==> config.mk <==
export PLATFORM = sky130hd
export DESIGN_NAME = mult_share_ctrl
export DESIGN_NICKNAME = d
export VERILOG_FILES = /design/src/rtl/mult_share_ctrl.sv
export SDC_FILE = /design/constraint.sdc
export NUM_CORES = 1
export LEC_CHECK = 0
export BUFFER_PORTS_ARGS = -buffer_cell sky130_fd_sc_hd__buf_2
export CAP_MARGIN = 25
export CORE_UTILIZATION = 45
export CTS_CLUSTER_SIZE = 28
export DETAILED_ROUTE_END_ITERATION = 12
export PLACE_DENSITY = 0.76
export SETUP_SLACK_MARGIN = 0.1
export SLEW_MARGIN = 10
export SYNTH_ARGS = -nofsm -noshare
export SYNTH_HDL_FRONTEND = slang
export SYNTH_SLANG_ARGS = --single-unit
==> constraint.sdc <==
create_clock -name clk -period 4.75 [get_ports clk]
set_clock_uncertainty 0.05 [all_clocks]
set_input_delay 0.95 -clock clk [delete_from_list [all_inputs] [get_ports clk]]
set_output_delay 0.95 -clock clk [all_outputs]
set_load 0.05 [all_outputs]
==> src/rtl/mult_share_ctrl.sv <==
// Round-robin shared shift-add multiplier: one multiplier bit per clock, result WIDTH+1 edges from acceptance; DONE holds until rsp_ready.
// Define MULT_EARLY_TERM_EN to finish as soon as the remaining multiplier bits are all zero.
module mult_share_ctrl #(
    parameter int NREQ  = 2,
    parameter int WIDTH = 32,
    parameter int IDW   = 1
) (
    input  logic                  clk,
    input  logic                  reset,
    input  logic [NREQ-1:0]       req_valid,
    output logic [NREQ-1:0]       req_ready,
    input  logic [NREQ*WIDTH-1:0] req_a,
    input  logic [NREQ*WIDTH-1:0] req_b,
    output logic                  rsp_valid,
    input  logic                  rsp_ready,
    output logic [IDW-1:0]        rsp_id,
    output logic [2*WIDTH-1:0]    rsp_product,
    output logic                  busy
);

    localparam int CW = $clog2(WIDTH + 1);

    typedef enum logic [1:0] {S_IDLE, S_RUN, S_DONE} state_t;

    state_t             r_state;
    state_t             w_state_nxt;
    logic [IDW-1:0]     r_rr_ptr;
    logic [IDW-1:0]     r_id;
    logic [IDW-1:0]     w_grant;
    logic               w_found;
    logic               w_accept;
    logic               w_last;
    logic [CW-1:0]      r_count;
    logic [WIDTH-1:0]   r_a;
    logic [2*WIDTH-1:0] r_p;
    logic [2*WIDTH-1:0] w_p_step;
    logic [2*WIDTH-1:0] w_p_nxt;
    logic [WIDTH:0]     w_sum;
    int                 v_idx;
`ifdef MULT_EARLY_TERM_EN
    logic [WIDTH-1:0]   w_rem_mask;
`endif

    // Round-robin search starting at r_rr_ptr, wrapping modulo NREQ.
    always_comb begin
        w_found = 1'b0;
        w_grant = '0;
        v_idx   = 0;
        for (int k = 0; k < NREQ; k++) begin
            v_idx = int'(r_rr_ptr) + k;
            if (v_idx >= NREQ) v_idx = v_idx - NREQ;
            if (!w_found && req_valid[v_idx]) begin
                w_found = 1'b1;
                w_grant = IDW'(v_idx);
            end
        end
    end

    // One shift-add step; the sum keeps its carry so the product is exact.
    always_comb begin
        w_sum    = {1'b0, r_p[2*WIDTH-1:WIDTH]} + (r_p[0] ? {1'b0, r_a} : {(WIDTH+1){1'b0}});
        w_p_step = {w_sum, r_p[WIDTH-1:1]};
        w_p_nxt  = w_p_step;
        w_last   = (r_count == CW'(WIDTH - 1));
`ifdef MULT_EARLY_TERM_EN
        w_rem_mask = {WIDTH{1'b1}} >> (r_count + CW'(1));
        if (!w_last && ((w_p_step[WIDTH-1:0] & w_rem_mask) == '0)) begin
            w_last  = 1'b1;
            w_p_nxt = w_p_step >> (CW'(WIDTH - 1) - r_count);
        end
`endif
    end

    always_ff @(posedge clk or posedge reset) begin
        if (reset) r_state <= S_IDLE;
        else       r_state <= w_state_nxt;
    end

    always_comb begin
        w_state_nxt = r_state;
        req_ready   = '0;
        w_accept    = 1'b0;
        case (r_state)
            S_IDLE: begin
                if (w_found && !reset) begin
                    req_ready[w_grant] = 1'b1;
                    w_accept           = 1'b1;
                    w_state_nxt        = S_RUN;
                end
            end
            S_RUN: begin
                if (w_last) w_state_nxt = S_DONE;
            end
            S_DONE: begin
                if (rsp_ready) w_state_nxt = S_IDLE;
            end
            default: w_state_nxt = S_IDLE;
        endcase
    end

    always_ff @(posedge clk or posedge reset) begin
        if (reset) begin
            r_rr_ptr <= '0;
            r_id     <= '0;
            r_count  <= '0;
            r_a      <= '0;
            r_p      <= '0;
        end else if (w_accept) begin
            r_a     <= req_a[int'(w_grant)*WIDTH +: WIDTH];
            r_p     <= {{WIDTH{1'b0}}, req_b[int'(w_grant)*WIDTH +: WIDTH]};
            r_id    <= w_grant;
            r_count <= '0;
        end else if (r_state == S_RUN) begin
            r_p     <= w_p_nxt;
            r_count <= r_count + CW'(1);
        end else if (r_state == S_DONE && rsp_ready) begin
            r_rr_ptr <= IDW'((int'(r_id) + 1) % NREQ);
        end
    end

    assign rsp_valid   = (r_state == S_DONE);
    assign rsp_id      = (r_state == S_DONE) ? r_id : '0;
    assign rsp_product = (r_state == S_DONE) ? r_p : '0;
    assign busy        = (r_state != S_IDLE);

endmodule

### Word-level counts from Yosys, hierarchy flattened

Index checks and enable logic that the tools add are counted.

| word-level totals | value |
|---|---|
| output and inout port bits | 69 |
| register bits | 106 |
| input bits | 133 |
| word-level logic and storage cells | 68 |

| cells by class | value |
|---|---|
| bitwise operators | 2 |
| $lt $le $gt $ge | 6 |
| shift operators | 2 |
| eq/ne operators | 6 |
| reduce and logical (&&, ||, !) cells | 11 |
| muxes and demuxes | 29 |
| add/subtract/negate cells | 6 |

Operators by type and width:

| cell | number |
|---|---|
| two-way mux 64 bit | 3 |
| variable part select 64 x 7 -> 32 bit | 2 |
| two-way mux 32 bit | 3 |
| < comparator 32 x 3 -> 1 bit (second input constant) | 2 |
| adder 32 x 32 -> 33 bit | 1 |
| two-way mux 1 bit | 14 |
| two-way mux 6 bit | 2 |
| two-way mux 2 bit | 5 |
| adder 6 x 1 -> 6 bit (second input constant) | 1 |
| == test 6 x 5 -> 1 bit (second input constant) | 1 |
| one-hot mux 2 bit (3 select lines) | 1 |
| AND reduction 3 bit | 2 |
| logical AND 1 bit | 4 |
| inequality test 2 bit (second input constant) | 2 |
| nonzero test 2 bit | 2 |
| subtractor 1 x 2 -> 3 bit (second input constant) | 1 |
| subtractor 2 x 2 -> 3 bit (second input constant) | 1 |
| adder 1 x 1 -> 2 bit (second input constant) | 1 |
| == test 2 x 1 -> 1 bit (second input constant) | 1 |
| == test 2 bit (second input constant) | 1 |
| greater-or-equal comparator 1 x 2 -> 1 bit (second input constant) | 1 |
| greater-or-equal comparator 2 bit (second input constant) | 1 |
| zero test 1 bit | 2 |
| zero test 2 bit | 1 |
| 6 further kinds | 7 |

### Depth between registers and ports, before layout

| depth | value |
|---|---|
| word-level depth | 15 |
| gate-level depth with buffers | 12 |
| mapped depth without buffers | 11 |

### Worst setup path after synthesis

OpenSTA, ideal clock, no wires.

| path | value |
|---|---|
| path kind | input to output |
| start point | in req_valid[0] |
| end point | out req_ready[0] |
| slack | 1.346 ns |
| data required time | 3.750 ns |
| stages on the path | 6 |
| arrival | 2.404 ns |
| buffers on the path | 3 |
| cell sequence | inv_1 -> o21ai_0 -> buf_2 -> buf_2 -> buf_2 -> and2_1 |

| on the way | value |
|---|---|
| cells in the longest elaborated chain, start to end | 13 |
| elaborated cells between the ends (all ways) | 20 |
| classes of those cells | 2 x order compare; 14 x mux; 4 x reduce/logical |

Ends and longest elaborated chain:

| element | line | source |
|---|---|---|
| start, declared | 10 | `input logic [NREQ-1:0] req_valid,` |
| two-way mux 1 bit (implied by the code) (3 in series) | 52 | `if (!w_found && req_valid[v_idx]) begin` |
| two-way mux 1 bit | 52 |  |
| zero test 1 bit | 52 |  |
| logical AND 1 bit | 52 |  |
| two-way mux 1 bit | 52 |  |
| < comparator 1 x 2 -> 1 bit (implied by the code) or greater-or-equal comparator 1 bit (tied branches) | 86 | `req_ready[w_grant] = 1'b1;` |
| logical AND 1 bit (implied by the code) | 86 |  |
| two-way mux 1 bit (implied by the code) | 86 |  |
| demux 1 bit (select 1 bit) | 86 |  |
| two-way mux 2 bit (*) | 85 | `if (w_found && !reset) begin` |
| two-way mux 2 bit (*) | 83 | `case (r_state)` |
| end, declared | 11 | `output logic [NREQ-1:0] req_ready,` |

Every way passes the cells marked *; elsewhere a longest branch is shown, timed or not. The select of a mux whose other input is x is not followed.

### Worst setup path in the final report

| path | value |
|---|---|
| start point | reg r_state[1] |
| end point | out rsp_product[32] |

| on the way | value |
|---|---|
| cells in the longest elaborated chain, start to end | 2 |

Ends and longest elaborated chain:

| element | line | source |
|---|---|---|
| start, declared | 25 | `state_t r_state;` |
| start signal, assigned | 76 | `else r_state <= w_state_nxt;` |
| == test 2 bit | 123 | `assign rsp_product = (r_state == S_DONE) ? r_p : '0;` |
| two-way mux 64 bit | 123 |  |
| end, declared | 17 | `output logic [2*WIDTH-1:0] rsp_product,` |

No other way between the ends.

==> metrics.md <==
| Metric | Value |
|---|---|
| Status | `finished, final reports clean` |
| Final Hold Vio Count | `0` |
| Worst min-delay path class | `register to register` |
| Largest net degree at the start of global routing | `82` |
| RSZ-0062 raised after global routing | `no` |
| Routed wire length | `17900 um` |
| Setup CP Type | `register to output pin` |
| Post-synthesis sequential area ratio | `0.373` |
| Power density of the placed cells | `577 nW/um2` |
| Num CTS Buffers | `9` |
| VDD IR-drop max | `0.297 mV` |
| I/O pins | `202` |
| Max Cap Viol | `0` |
| Syn_area_per_cell | `8.46 um2` |
| Remaining antenna violation count after routing | `0` |
| Diode count | `0` |
| Layout area overhead | `20.8%` |
| Final worst-path cycle share | `0.674` |
| Core area | `15300 um2` |
| DRT Pass-1 Iters | `5` |
| CP required | `3750 ps` |
| Clk slew on worst S/H paths | `70 ps` |
| Wire per inst | `14.7 um` |
| Number of global-route vias before repair | `6207` |
| Crit path capture type | `output pin` |
| Setup violations, final | `0` |
| Total track usage | `0.227` |
| First-pass GRT wire length | `30100 um` |
| DRC | `0` |
| Starting Density | `0.465` |
| CTS sink cnt | `106` |
| Die Ht | `128 um` |
| Die Area | `16300 um2` |
| Gpl congestion | `0.912` |
| Pins Over Slew Limit | `0` |
| Synthesized net count | `1009` |
| Overall power | `4.96 mW` |
| Arr. time, crit path | `2200 ps` |
| Gr busiest metal | `met2` |
| #FFs+latches synth | `106` |
| Cell leakage power | `4.39 nW` |
| Met1 GRT Util | `0.316` |
| Cts hold-fix bufs | `0` |
| Clock tree buffer depth | `2` |
| DR iter-0 viols | `402` |
| Fmax | `312 MHz` |
| Post-CTS sizing | `0` |
| Global Route met2 Usage | `0.372` |
| GR Util met3 | `0.0388` |
| Asr flop ratio synth | `1.00` |
| Post-Syn Area | `7120 um2` |
| DP Wirelength | `12700 um` |
| DR vias | `6494` |
| Worst skew pair latency | `350 ps` |
| EDFF count, synth | `0` |
| Nets | `1175` |
| Layout fillers | `1491` |
| Die X | `128 um` |
| Library cells used by synthesis | `52` |
| Setup Buffers After CTS | `0` |
| Initial antenna violation count | `0` |
| Mapped Cells | `842` |
| Top_reg_cell synth | `dfrtp_1` |
| Crit-path max cell delay | `510 ps` |
| Worst Tran Pin Value | `808 ps` |
| CTS tree | `built` |
| Critical path cell sequence | `nor2b_4 > buf_4 > and2_1 > buf_2` |
| Number of port buffers | `201` |
| Root Buffer | `clkbuf_16` |
| Row count | `45` |
| Share of cells above drive strength 1 | `0.272` |
| Max-slew headroom | `0.461` |
| Htree depth | `3` |
| Via density | `5.31` |
| CP Launch Type | `register` |
| Setup TNS | `0 ps` |
| CP max FO | `41` |
| Slowest stage cell, crit path | `nor2b_4` |
| Gr ovfl total | `0` |
| Final Critical Period | `3200 ps` |
| YS warnings | `0` |
critical path: cells and delay by family, from the launching register on:
| family | cells | cell delay [ps] |
|---|---|---|
| simple gates | 2 | 700 |
| flops | 1 | 420 |
| buf+inv | 2 | 700 |
flip-flops by register name, indices dropped and copies added, names as in the netlist:
signal and cells:
r_id 1, r_a 32, r_rr_ptr 1, r_state 2
r_p 64, r_count 6
cells in the mapped netlist, types with 2 or more instances:
master / number / area share
a211oi_1: 5 / 0.0053
a21o_1: 13 / 0.014
a21oi_1: 24 / 0.017
a21oi_2: 2 / 0.0025
a31o_2: 2 / 0.0025
a31oi_1: 40 / 0.035
and2_1: 98 / 0.086
and3_1: 5 / 0.0044
buf_2: 4 / 0.0028
clkbuf_1: 51 / 0.027
dfrtp_1: 106 / 0.37
ha_1: 33 / 0.058
inv_1: 10 / 0.0053
mux2_2: 32 / 0.051
mux2i_1: 35 / 0.049
nand2_1: 134 / 0.071
nand2b_1: 3 / 0.0026
nand3_1: 28 / 0.020
nand3b_1: 2 / 0.0021
nand4_1: 10 / 0.0088
nor2_1: 57 / 0.030
nor2b_1: 4 / 0.0035
nor3_1: 3 / 0.0021
o21a_1: 4 / 0.0042
o21ai_0: 80 / 0.056
o21ai_1: 2 / 0.0014
o21ai_2: 2 / 0.0025
o21bai_1: 2 / 0.0021
o221ai_1: 2 / 0.0025
o31ai_1: 4 / 0.0042
o31ai_2: 2 / 0.0035
xnor2_1: 13 / 0.016
xor2_1: 11 / 0.014
worst paths after layout:
kind	start	end	slack, ps	cells past startpoint
worst max-delay path	r_state[1]	rsp_product[32]	1550	4
worst min-delay path	r_a[20]	r_a[20]	430	2
worst max register to register	r_p[0]	r_p[49]	1700	12
worst min register to register	r_a[20]	r_a[20]	430	2
max in group asynchronous	reset	r_p[39]	3270	3
min in group asynchronous	reset	r_count[1]	520	2
metal layers:
layer	share of wire	up-vias
met3	0.039	14
met2	0.47	178
met5	0	-
met4	0.010	0
li1	-	3252
met1	0.48	3050
kinds of logic after synthesis:
group | synth area share
simple gates | 0.237
fa+ha+maj | 0.0608
flops | 0.373
mux | 0.0998
xor+xnor | 0.0295
compound gates | 0.164
buf+inv | 0.0365
power breakdown:
part | switching, mW | internal, mW | total, mW
sequential | 0.327 | 1.37 | 1.70
clock | 0.352 | 0.408 | 0.760
combinational | 1.44 | 1.06 | 2.50
total | 2.12 | 2.84 | 4.96
stage by stage:
| stage | hold slack (ps) | util | instance area [um2] | std cells | setup WS (ps) |
|---|---|---|---|---|---|
| detailed placement | 412 | 0.542 | 8300 | 1207 | 1610 |
| floorplan | 392 | - | 7120 | 842 | 961 |
| global placement | 404 | 0.540 | 8270 | 1206 | 1630 |
| global route | 449 | 0.562 | 8600 | 1224 | 1340 |
| CTS | 429 | 0.561 | 8590 | 1223 | 1520 |
| finish | 426 | 0.562 | 8600 | 1224 | 1550 |
cell usage in the layout (no fill, tap or decap), types with 11 or more instances in the layout:
master,n
nand2_1,134
mux2_2,32
mux2i_1,35
a31oi_1,40
dfrtp_1,106
nand3_1,28
ha_1,33
xnor2_1,13
nor2_1,57
xor2_1,11
buf_2,201
and2_1,98
a21o_1,13
o21ai_0,79
a21oi_1,24
layout make-up:
cell class,count,area [um2],area share
tap,211,264,0.0307
clock inverter,7,68.8,0.00800
timing repair buffer,212,1110,0.129
clock buffer,9,225,0.0262
sequential,106,2650,0.308
inverter,10,40.0,0.00466
multi-input combinational,669,4240,0.493
(Power assumes the default switching activity.)
